[src/rtl/mips_ctrl_pkg.sv]
// Shared constants, state encoding and control bundle for the multi-cycle MIPS controller.
package mips_ctrl_pkg;

    localparam int unsigned OPC_W = 6;
    localparam int unsigned FUN_W = 6;
    localparam int unsigned ALU_W = 4;

    localparam logic [OPC_W-1:0] OP_RTYPE = 6'b000000;
    localparam logic [OPC_W-1:0] OP_J     = 6'b000010;
    localparam logic [OPC_W-1:0] OP_BEQ   = 6'b000100;
    localparam logic [OPC_W-1:0] OP_ADDI  = 6'b001000;
    localparam logic [OPC_W-1:0] OP_ANDI  = 6'b001100;
    localparam logic [OPC_W-1:0] OP_ORI   = 6'b001101;
    localparam logic [OPC_W-1:0] OP_XORI  = 6'b001110;
    localparam logic [OPC_W-1:0] OP_LW    = 6'b100011;
    localparam logic [OPC_W-1:0] OP_SW    = 6'b101011;

    localparam logic [FUN_W-1:0] FN_ADD  = 6'b100000;
    localparam logic [FUN_W-1:0] FN_ADDU = 6'b100001;
    localparam logic [FUN_W-1:0] FN_SUB  = 6'b100010;
    localparam logic [FUN_W-1:0] FN_AND  = 6'b100100;
    localparam logic [FUN_W-1:0] FN_OR   = 6'b100101;
    localparam logic [FUN_W-1:0] FN_XOR  = 6'b100110;
    localparam logic [FUN_W-1:0] FN_NOR  = 6'b100111;
    localparam logic [FUN_W-1:0] FN_SLL  = 6'b000000;
    localparam logic [FUN_W-1:0] FN_SRL  = 6'b000010;
    localparam logic [FUN_W-1:0] FN_SRA  = 6'b000011;
    localparam logic [FUN_W-1:0] FN_SLT  = 6'b101010;
    localparam logic [FUN_W-1:0] FN_SEQ  = 6'b101001;

    localparam logic [ALU_W-1:0] ALU_AND = 4'b0000;
    localparam logic [ALU_W-1:0] ALU_OR  = 4'b0001;
    localparam logic [ALU_W-1:0] ALU_ADD = 4'b0010;
    localparam logic [ALU_W-1:0] ALU_SUB = 4'b0011;
    localparam logic [ALU_W-1:0] ALU_XOR = 4'b0100;
    localparam logic [ALU_W-1:0] ALU_NOR = 4'b0101;
    localparam logic [ALU_W-1:0] ALU_SLL = 4'b0110;
    localparam logic [ALU_W-1:0] ALU_SRL = 4'b0111;
    localparam logic [ALU_W-1:0] ALU_SRA = 4'b1000;
    localparam logic [ALU_W-1:0] ALU_SLT = 4'b1001;
    localparam logic [ALU_W-1:0] ALU_SEQ = 4'b1010;

    typedef enum logic [2:0] {
        ST_FETCH  = 3'd0,
        ST_DECODE = 3'd1,
        ST_EXEC   = 3'd2,
        ST_MEM    = 3'd3,
        ST_WB     = 3'd4,
        ST_TRAP   = 3'd5
    } state_e;

    typedef struct packed {
        logic       ir_write;
        logic       pc_write;
        logic [1:0] pc_src;
        logic       alu_src_a;
        logic [1:0] alu_src_b;
        logic       is_imm_unsigned;
        logic       i_or_d;
        logic       mem_read;
        logic       mem_write;
        logic       reg_write;
        logic       reg_dst;
        logic       mem_to_reg;
    } ctrl_t;

endpackage

[src/rtl/alu_op_decode.sv]
// Opcode/funct to ALU operation, immediate extension mode and legality.
module alu_op_decode
    import mips_ctrl_pkg::*;
#(
    parameter int unsigned OP_W   = 6,
    parameter int unsigned FN_W   = 6,
    parameter int unsigned ALUC_W = 4
) (
    input  logic [OP_W-1:0]   opcode_i,
    input  logic [FN_W-1:0]   funct_i,
    output logic [ALUC_W-1:0] alu_control_o,
    output logic              imm_unsigned_o,
    output logic              legal_o
);

    logic [ALU_W-1:0] code;

    always_comb begin
        code           = ALU_ADD;
        imm_unsigned_o = 1'b0;
        legal_o        = 1'b1;
        case (opcode_i)
            OP_W'(OP_RTYPE): begin
                case (funct_i)
                    FN_W'(FN_ADD), FN_W'(FN_ADDU): code = ALU_ADD;
                    FN_W'(FN_SUB):                 code = ALU_SUB;
                    FN_W'(FN_AND):                 code = ALU_AND;
                    FN_W'(FN_OR):                  code = ALU_OR;
                    FN_W'(FN_XOR):                 code = ALU_XOR;
                    FN_W'(FN_NOR):                 code = ALU_NOR;
                    FN_W'(FN_SLL):                 code = ALU_SLL;
                    FN_W'(FN_SRL):                 code = ALU_SRL;
                    FN_W'(FN_SRA):                 code = ALU_SRA;
                    FN_W'(FN_SLT):                 code = ALU_SLT;
                    FN_W'(FN_SEQ):                 code = ALU_SEQ;
                    default:                       legal_o = 1'b0;
                endcase
            end
            OP_W'(OP_J), OP_W'(OP_ADDI), OP_W'(OP_LW), OP_W'(OP_SW): code = ALU_ADD;
            OP_W'(OP_BEQ): code = ALU_SUB;
            OP_W'(OP_ANDI): begin
                code           = ALU_AND;
                imm_unsigned_o = 1'b1;
            end
            OP_W'(OP_ORI): begin
                code           = ALU_OR;
                imm_unsigned_o = 1'b1;
            end
            OP_W'(OP_XORI): begin
                code           = ALU_XOR;
                imm_unsigned_o = 1'b1;
            end
            default: legal_o = 1'b0;
        endcase
    end

    assign alu_control_o = ALUC_W'(code);

endmodule

[src/rtl/multicycle_controller.sv]
// Multi-cycle MIPS control FSM with memory ready handshake, illegal-instruction and wait-timeout traps.
module multicycle_controller
    import mips_ctrl_pkg::*;
#(
    parameter int unsigned OP_W     = 6,
    parameter int unsigned FN_W     = 6,
    parameter int unsigned ALUC_W   = 4,
    parameter int unsigned MAX_WAIT = 15
) (
    input  logic              clk,
    input  logic              rst,
    input  logic [OP_W-1:0]   opcode,
    input  logic [FN_W-1:0]   funct,
    input  logic              mem_ready,
    input  logic              alu_zero,
    output logic              ir_write,
    output logic              pc_write,
    output logic [1:0]        pc_src,
    output logic              alu_src_a,
    output logic [1:0]        alu_src_b,
    output logic [ALUC_W-1:0] alu_control,
    output logic              is_imm_unsigned,
    output logic              i_or_d,
    output logic              mem_read,
    output logic              mem_write,
    output logic              reg_write,
    output logic              reg_dst,
    output logic              mem_to_reg,
    output logic              illegal_instr,
    output logic              mem_timeout,
    output logic [2:0]        state_o
);

    localparam int unsigned CNT_W = (MAX_WAIT > 0) ? $clog2(MAX_WAIT + 1) : 1;

    state_e           state_q, state_d;
    logic [CNT_W-1:0] cnt_q, cnt_d;
    logic [OP_W-1:0]  op_q, op_d;
    logic [FN_W-1:0]  fn_q, fn_d;
    logic             illegal_q, illegal_d;
    logic             timeout_q, timeout_d;

    logic [OP_W-1:0]   dec_op;
    logic [FN_W-1:0]   dec_fn;
    logic [ALUC_W-1:0] dec_alu;
    logic              dec_imm_uns, dec_legal;
    logic              is_rtype, is_j, is_beq, is_lw, is_sw;
    logic              mem_wait, timeout_hit;
    ctrl_t             ctl, ctl_g;
    logic [ALUC_W-1:0] alu_c;

    // DECODE sees the live IR fields; later states use the copy latched in DECODE.
    assign dec_op = (state_q == ST_DECODE) ? opcode : op_q;
    assign dec_fn = (state_q == ST_DECODE) ? funct  : fn_q;

    alu_op_decode #(.OP_W(OP_W), .FN_W(FN_W), .ALUC_W(ALUC_W)) u_dec (
        .opcode_i       (dec_op),
        .funct_i        (dec_fn),
        .alu_control_o  (dec_alu),
        .imm_unsigned_o (dec_imm_uns),
        .legal_o        (dec_legal)
    );

    assign is_rtype    = (dec_op == OP_W'(OP_RTYPE));
    assign is_j        = (dec_op == OP_W'(OP_J));
    assign is_beq      = (dec_op == OP_W'(OP_BEQ));
    assign is_lw       = (dec_op == OP_W'(OP_LW));
    assign is_sw       = (dec_op == OP_W'(OP_SW));
    assign timeout_hit = (MAX_WAIT != 0) && (cnt_q == CNT_W'(MAX_WAIT));

    always_comb begin
        state_d   = state_q;
        cnt_d     = cnt_q;
        op_d      = op_q;
        fn_d      = fn_q;
        illegal_d = illegal_q;
        timeout_d = timeout_q;
        ctl       = '0;
        alu_c     = '0;
        mem_wait  = 1'b0;
        case (state_q)
            ST_FETCH: begin
                ctl.mem_read  = 1'b1;
                ctl.alu_src_b = 2'd1;
                alu_c         = ALUC_W'(ALU_ADD);
                if (mem_ready) begin
                    ctl.ir_write = 1'b1;
                    ctl.pc_write = 1'b1;
                    state_d      = ST_DECODE;
                end else begin
                    mem_wait = 1'b1;
                end
            end
            ST_DECODE: begin
                op_d          = opcode;
                fn_d          = funct;
                ctl.alu_src_b = 2'd3;
                alu_c         = ALUC_W'(ALU_ADD);
                if (is_j) begin
                    ctl.pc_write = 1'b1;
                    ctl.pc_src   = 2'd2;
                    state_d      = ST_FETCH;
                end else if (dec_legal) begin
                    state_d = ST_EXEC;
                end else begin
                    state_d   = ST_TRAP;
                    illegal_d = 1'b1;
                end
            end
            ST_EXEC: begin
                ctl.alu_src_a = 1'b1;
                alu_c         = dec_alu;
                if (is_rtype) begin
                    state_d = ST_WB;
                end else if (is_beq) begin
                    ctl.pc_write = alu_zero;
                    ctl.pc_src   = 2'd1;
                    state_d      = ST_FETCH;
                end else begin
                    ctl.alu_src_b       = 2'd2;
                    ctl.is_imm_unsigned = dec_imm_uns;
                    state_d             = (is_lw || is_sw) ? ST_MEM : ST_WB;
                end
            end
            ST_MEM: begin
                ctl.i_or_d    = 1'b1;
                ctl.mem_read  = is_lw;
                ctl.mem_write = is_sw;
                if (mem_ready) begin
                    state_d = is_lw ? ST_WB : ST_FETCH;
                end else begin
                    mem_wait = 1'b1;
                end
            end
            ST_WB: begin
                ctl.reg_write  = 1'b1;
                ctl.reg_dst    = is_rtype;
                ctl.mem_to_reg = is_lw;
                state_d        = ST_FETCH;
            end
            ST_TRAP: ;
            default: state_d = ST_FETCH;
        endcase

        // A ready on the final allowed wait cycle completes the access instead of trapping.
        if (mem_wait && timeout_hit) begin
            state_d   = ST_TRAP;
            timeout_d = 1'b1;
        end

        if (state_d != state_q) begin
            cnt_d = '0;
        end else if (mem_wait) begin
            cnt_d = cnt_q + CNT_W'(1);
        end
    end

    always_ff @(posedge clk or posedge rst) begin
        if (rst) begin
            state_q   <= ST_FETCH;
            cnt_q     <= '0;
            op_q      <= '0;
            fn_q      <= '0;
            illegal_q <= 1'b0;
            timeout_q <= 1'b0;
        end else begin
            state_q   <= state_d;
            cnt_q     <= cnt_d;
            op_q      <= op_d;
            fn_q      <= fn_d;
            illegal_q <= illegal_d;
            timeout_q <= timeout_d;
        end
    end

    // Reset forces every output low, including the FETCH read request.
    assign ctl_g           = rst ? '0 : ctl;
    assign alu_control     = rst ? '0 : alu_c;
    assign state_o         = rst ? 3'd0 : state_q;
    assign ir_write        = ctl_g.ir_write;
    assign pc_write        = ctl_g.pc_write;
    assign pc_src          = ctl_g.pc_src;
    assign alu_src_a       = ctl_g.alu_src_a;
    assign alu_src_b       = ctl_g.alu_src_b;
    assign is_imm_unsigned = ctl_g.is_imm_unsigned;
    assign i_or_d          = ctl_g.i_or_d;
    assign mem_read        = ctl_g.mem_read;
    assign mem_write       = ctl_g.mem_write;
    assign reg_write       = ctl_g.reg_write;
    assign reg_dst         = ctl_g.reg_dst;
    assign mem_to_reg      = ctl_g.mem_to_reg;
    assign illegal_instr   = illegal_q;
    assign mem_timeout     = timeout_q;

endmodule

[config.mk]
export PLATFORM = sky130hd
export DESIGN_NAME = multicycle_controller
export DESIGN_NICKNAME = d
export VERILOG_FILES = /design/src/rtl/mips_ctrl_pkg.sv /design/src/rtl/alu_op_decode.sv /design/src/rtl/multicycle_controller.sv
export SDC_FILE = /design/constraint.sdc
export NUM_CORES = 1
export LEC_CHECK = 0
export CAP_MARGIN = 40
export CORE_MARGIN = 2
export CORE_UTILIZATION = 54
export DETAILED_ROUTE_END_ITERATION = 16
export GPL_ROUTABILITY_DRIVEN = 0
export PLACE_DENSITY = 0.93
export SLEW_MARGIN = 20
export SYNTH_ARGS = -nofsm -noshare
export SYNTH_HDL_FRONTEND = slang
export SYNTH_SLANG_ARGS = --single-unit
[constraint.sdc]
create_clock -name clk -period 4.85 [get_ports clk]
set_clock_uncertainty 0.1 [all_clocks]
set_input_delay 1.455 -clock clk [delete_from_list [all_inputs] [get_ports clk]]
set_output_delay 1.455 -clock clk [all_outputs]
set_load 0.1 [all_outputs]
==> impl_metrics.toml <==
[synthesis]
syn_area_um2 = 1710
synth-edff-count = 0
syn_area_per_cell_um2 = 8.12
synth_flop_cell = "dfrtp_1"
yosys_warnings = 0
synth_nets = 228
synthCells = 211
ys_async_sr_fraction = 1.00
synth-seq-cells = 21
ys_types = 51
seq_area_frac_synth = 0.307

[global_route]
grt_pass1_wl_mm = 11.4
grt_max_degree = 22
grt_util_all_layers = 0.430
antenna_found_initial = 0
grt_overflow = 0
grt_pass1_vias = 2204

[status]
violations = "negative setup slack"
run_status = "finished with violations"

[worst_setup_path]
critPathArrivalTime_ns = 3.31
worstPathMaxFanout = 4
path_cells = "dlygate4sd2_1 > mux2_4 > nor4b_2 > o211ai_1 > buf_4 > o21ai_1 > a31oi_2 > buf_12"
cp_data_required_time_ns = 3.29
crit_path_end_kind = "output pin"
path_class = "input pin to output pin"
cp-start-kind = "input pin"
critPathMaxStageDelay_ns = 0.36
slowest_stage = "nor4b_2"

[sta]
slew_violations = 0
timing.final.ws_setup_ns = -0.0112
relSlewSlack = 0.537
worst_slew_pin_slew_ns = 0.689
setup_viol = 1
period_needed_ns = 4.86
hold_viol = 0
max_freq_ghz = 0.206
min_period_over_period = 1.00

[clocking]
cts_sinks = 21
cts_max_path_buffers = 2
h-tree-depth = 1
cts_tree = "yes"
clk_pin_slew_ns = 0.12
clock-root-buffer = "clkbuf_4"
clk_latency_ns = 0.31
cts_made_buffers = 3

[routing]
drtIter0Drc = 413
viasPerCell = 7.09
drc_errors = 0
num_vias = 2310
totalWireLength_mm = 7.46
dr.pass1.iters = 5
final_antenna_net_count = 0
avgRoutedWirePerCell_um = 22.9

[floorplan]
die_w_um = 60.3
die-area_um2 = 3640
coreArea_um2 = 3030
dieHeight_um = 60.3
placementRows = 20
initial_core_util = 0.566
io_pins = 39

[power_and_ir_drop]
p_leak_nw = 1.18
vdd_ir_drop_max_mv = 0.443
power_density_nw_per_um2 = 460
totalPowerFinal_mw = 1.28

[finish]
syn_to_final_growth_pct = 63.0
diodes = 0
drive_above_1_share = 0.372
nNetsFinal = 300
design_area_um2 = 2790
fin_cells = 326

[placement]
dp_hpwl_mm = 4.63
dp.cells = 318
portBuffers = 38
dpl-instance-area_um2 = 2700

[hold_path]
hold_path_class = "flip-flop to flip-flop"

[run]
max_cap_viol_count = 0
repair_timing:
| item | in CTS | in global routing |
|---|---|---|
| hold buffers | 0 | 0 |
| cloned | 0 | 0 |
| hold endpoints to repair | 0 | 0 |
| setup endpoints to repair | 7 | 5 |
| pin swaps | 10 | 5 |
| setup buffers | 4 | 0 |
| gates resized for setup | 37 | 7 |
critical path, delay by kind of cell:
family                 cells  cell delay, ns
AO/OA/AOI/OAI              3            0.53
multiplexers               1            0.31
AND/OR/NAND/NOR            1            0.36
buffers and inverters      3            0.63
through the flow:
step                       util  setup slack [ns]  setup TNS (ns)  hold slack [ns]
after floorplan               -            -0.593          -0.914            0.404
after global placement    0.880            -0.147          -0.376            0.353
after detailed placement  0.890            -0.239          -0.729            0.360
after CTS                 0.918            0.0195               0            0.393
after global routing      0.922           -0.0145         -0.0467            0.411
final                     0.922           -0.0112         -0.0112            0.401
kinds of logic (layout without fill, tap and decap cells):
| logic type | Yosys count | count (layout) | share of synthesized area |
|---|---|---|---|
| compound gates | 47 | 47 | 0.184 |
| xor+xnor | 3 | 3 | 0.0153 |
| fa+ha+maj | 1 | 1 | 0.00730 |
| buf+inv | 21 | 92 | 0.0497 |
| flops | 21 | 21 | 0.307 |
| mux | 16 | 16 | 0.0972 |
| simple gates | 102 | 102 | 0.340 |
final cells by class:
type / count / area (um2)
tap: 44 / 55.1
sequential: 21 / 527
timing repair buffer: 77 / 875
multi-input combinational: 169 / 1260
clock buffer: 4 / 26.3
fill: 109 / 235
inverter: 11 / 45.0
Yosys cell counts, types with 3 or more instances:
library cell  number  area share
dfrtp_1           21        0.31
nor2_1            20       0.044
nand2_1           19       0.042
a21oi_1           12       0.035
inv_1             11       0.024
mux2i_1           11       0.064
nor2b_1            9       0.033
nand3_1            8       0.023
nor3_1             8       0.023
clkbuf_1           6       0.013
mux2_2             5       0.033
o211ai_1           5       0.022
o21ai_0            5       0.015
and2_1             4       0.015
nand4_1            4       0.015
nor4_1             4       0.015
a2111oi_0          3       0.015
a31oi_1            3       0.011
and3_1             3       0.011
nand2b_1           3       0.011
nor3b_1            3       0.013
o31ai_1            3       0.013
or4_1              3       0.013
sequential cells by signal (all words and copies together), names as in the netlist:
signal	flops
mem_timeout	1
op_q	6
illegal_instr	1
fn_q	6
state_q	3
cnt_q	4
final timing paths:
| path | startpoint | endpoint | slack (ns) | depth (start not counted) |
|---|---|---|---|---|
| setup reg to reg | state_q[1] | state_q[0] | 1.78 | 10 |
| max in group asynchronous | rst | state_q[0] | 2.72 | 4 |
| hold / removal | mem_timeout | mem_timeout | 0.40 | 1 |
| min in group asynchronous | rst | op_q[2] | 1.69 | 4 |
| hold reg to reg | mem_timeout | mem_timeout | 0.40 | 1 |
| setup / recovery | opcode[4] | alu_control[1] | -0.01 | 8 |
cells in the final DEF, fill, tap and decap left out, drive strengths merged, types with 4 or more instances in the layout:
cell type and instances:
a21oi 12, and2 4, buf 64, clkbuf 5, clkdlybuf4s50 6, dfrtp 21, dlygate4sd2 5, inv 10
mux2 5, mux2i 11, nand2 19, nand3 8, nand4 4, nor2 20, nor2b 9, nor3 8
nor3b 4, nor4 6, o211ai 5, o21ai 5
report_power, final:
group	switching [mW]	total, mW	leakage, nW	internal (mW)
Sequential	0.0941	0.327	0.259	0.233
Clock	0.0552	0.0874	0.0150	0.0321
Combinational	0.523	0.869	0.902	0.346
Total	0.672	1.28	1.18	0.612
per-layer routing:
| layer | vias up | part of all wire | global-route usage |
|---|---|---|---|
| met5 | - | 0 | 0 |
| met1 | 1049 | 0.35 | 0.529 |
| met4 | 0 | 0.080 | 0.241 |
| met2 | 264 | 0.45 | 0.702 |
| li1 | 919 | - | - |
| met3 | 78 | 0.12 | 0.0866 |
Note: power is estimated with default switching activity, not from simulation.
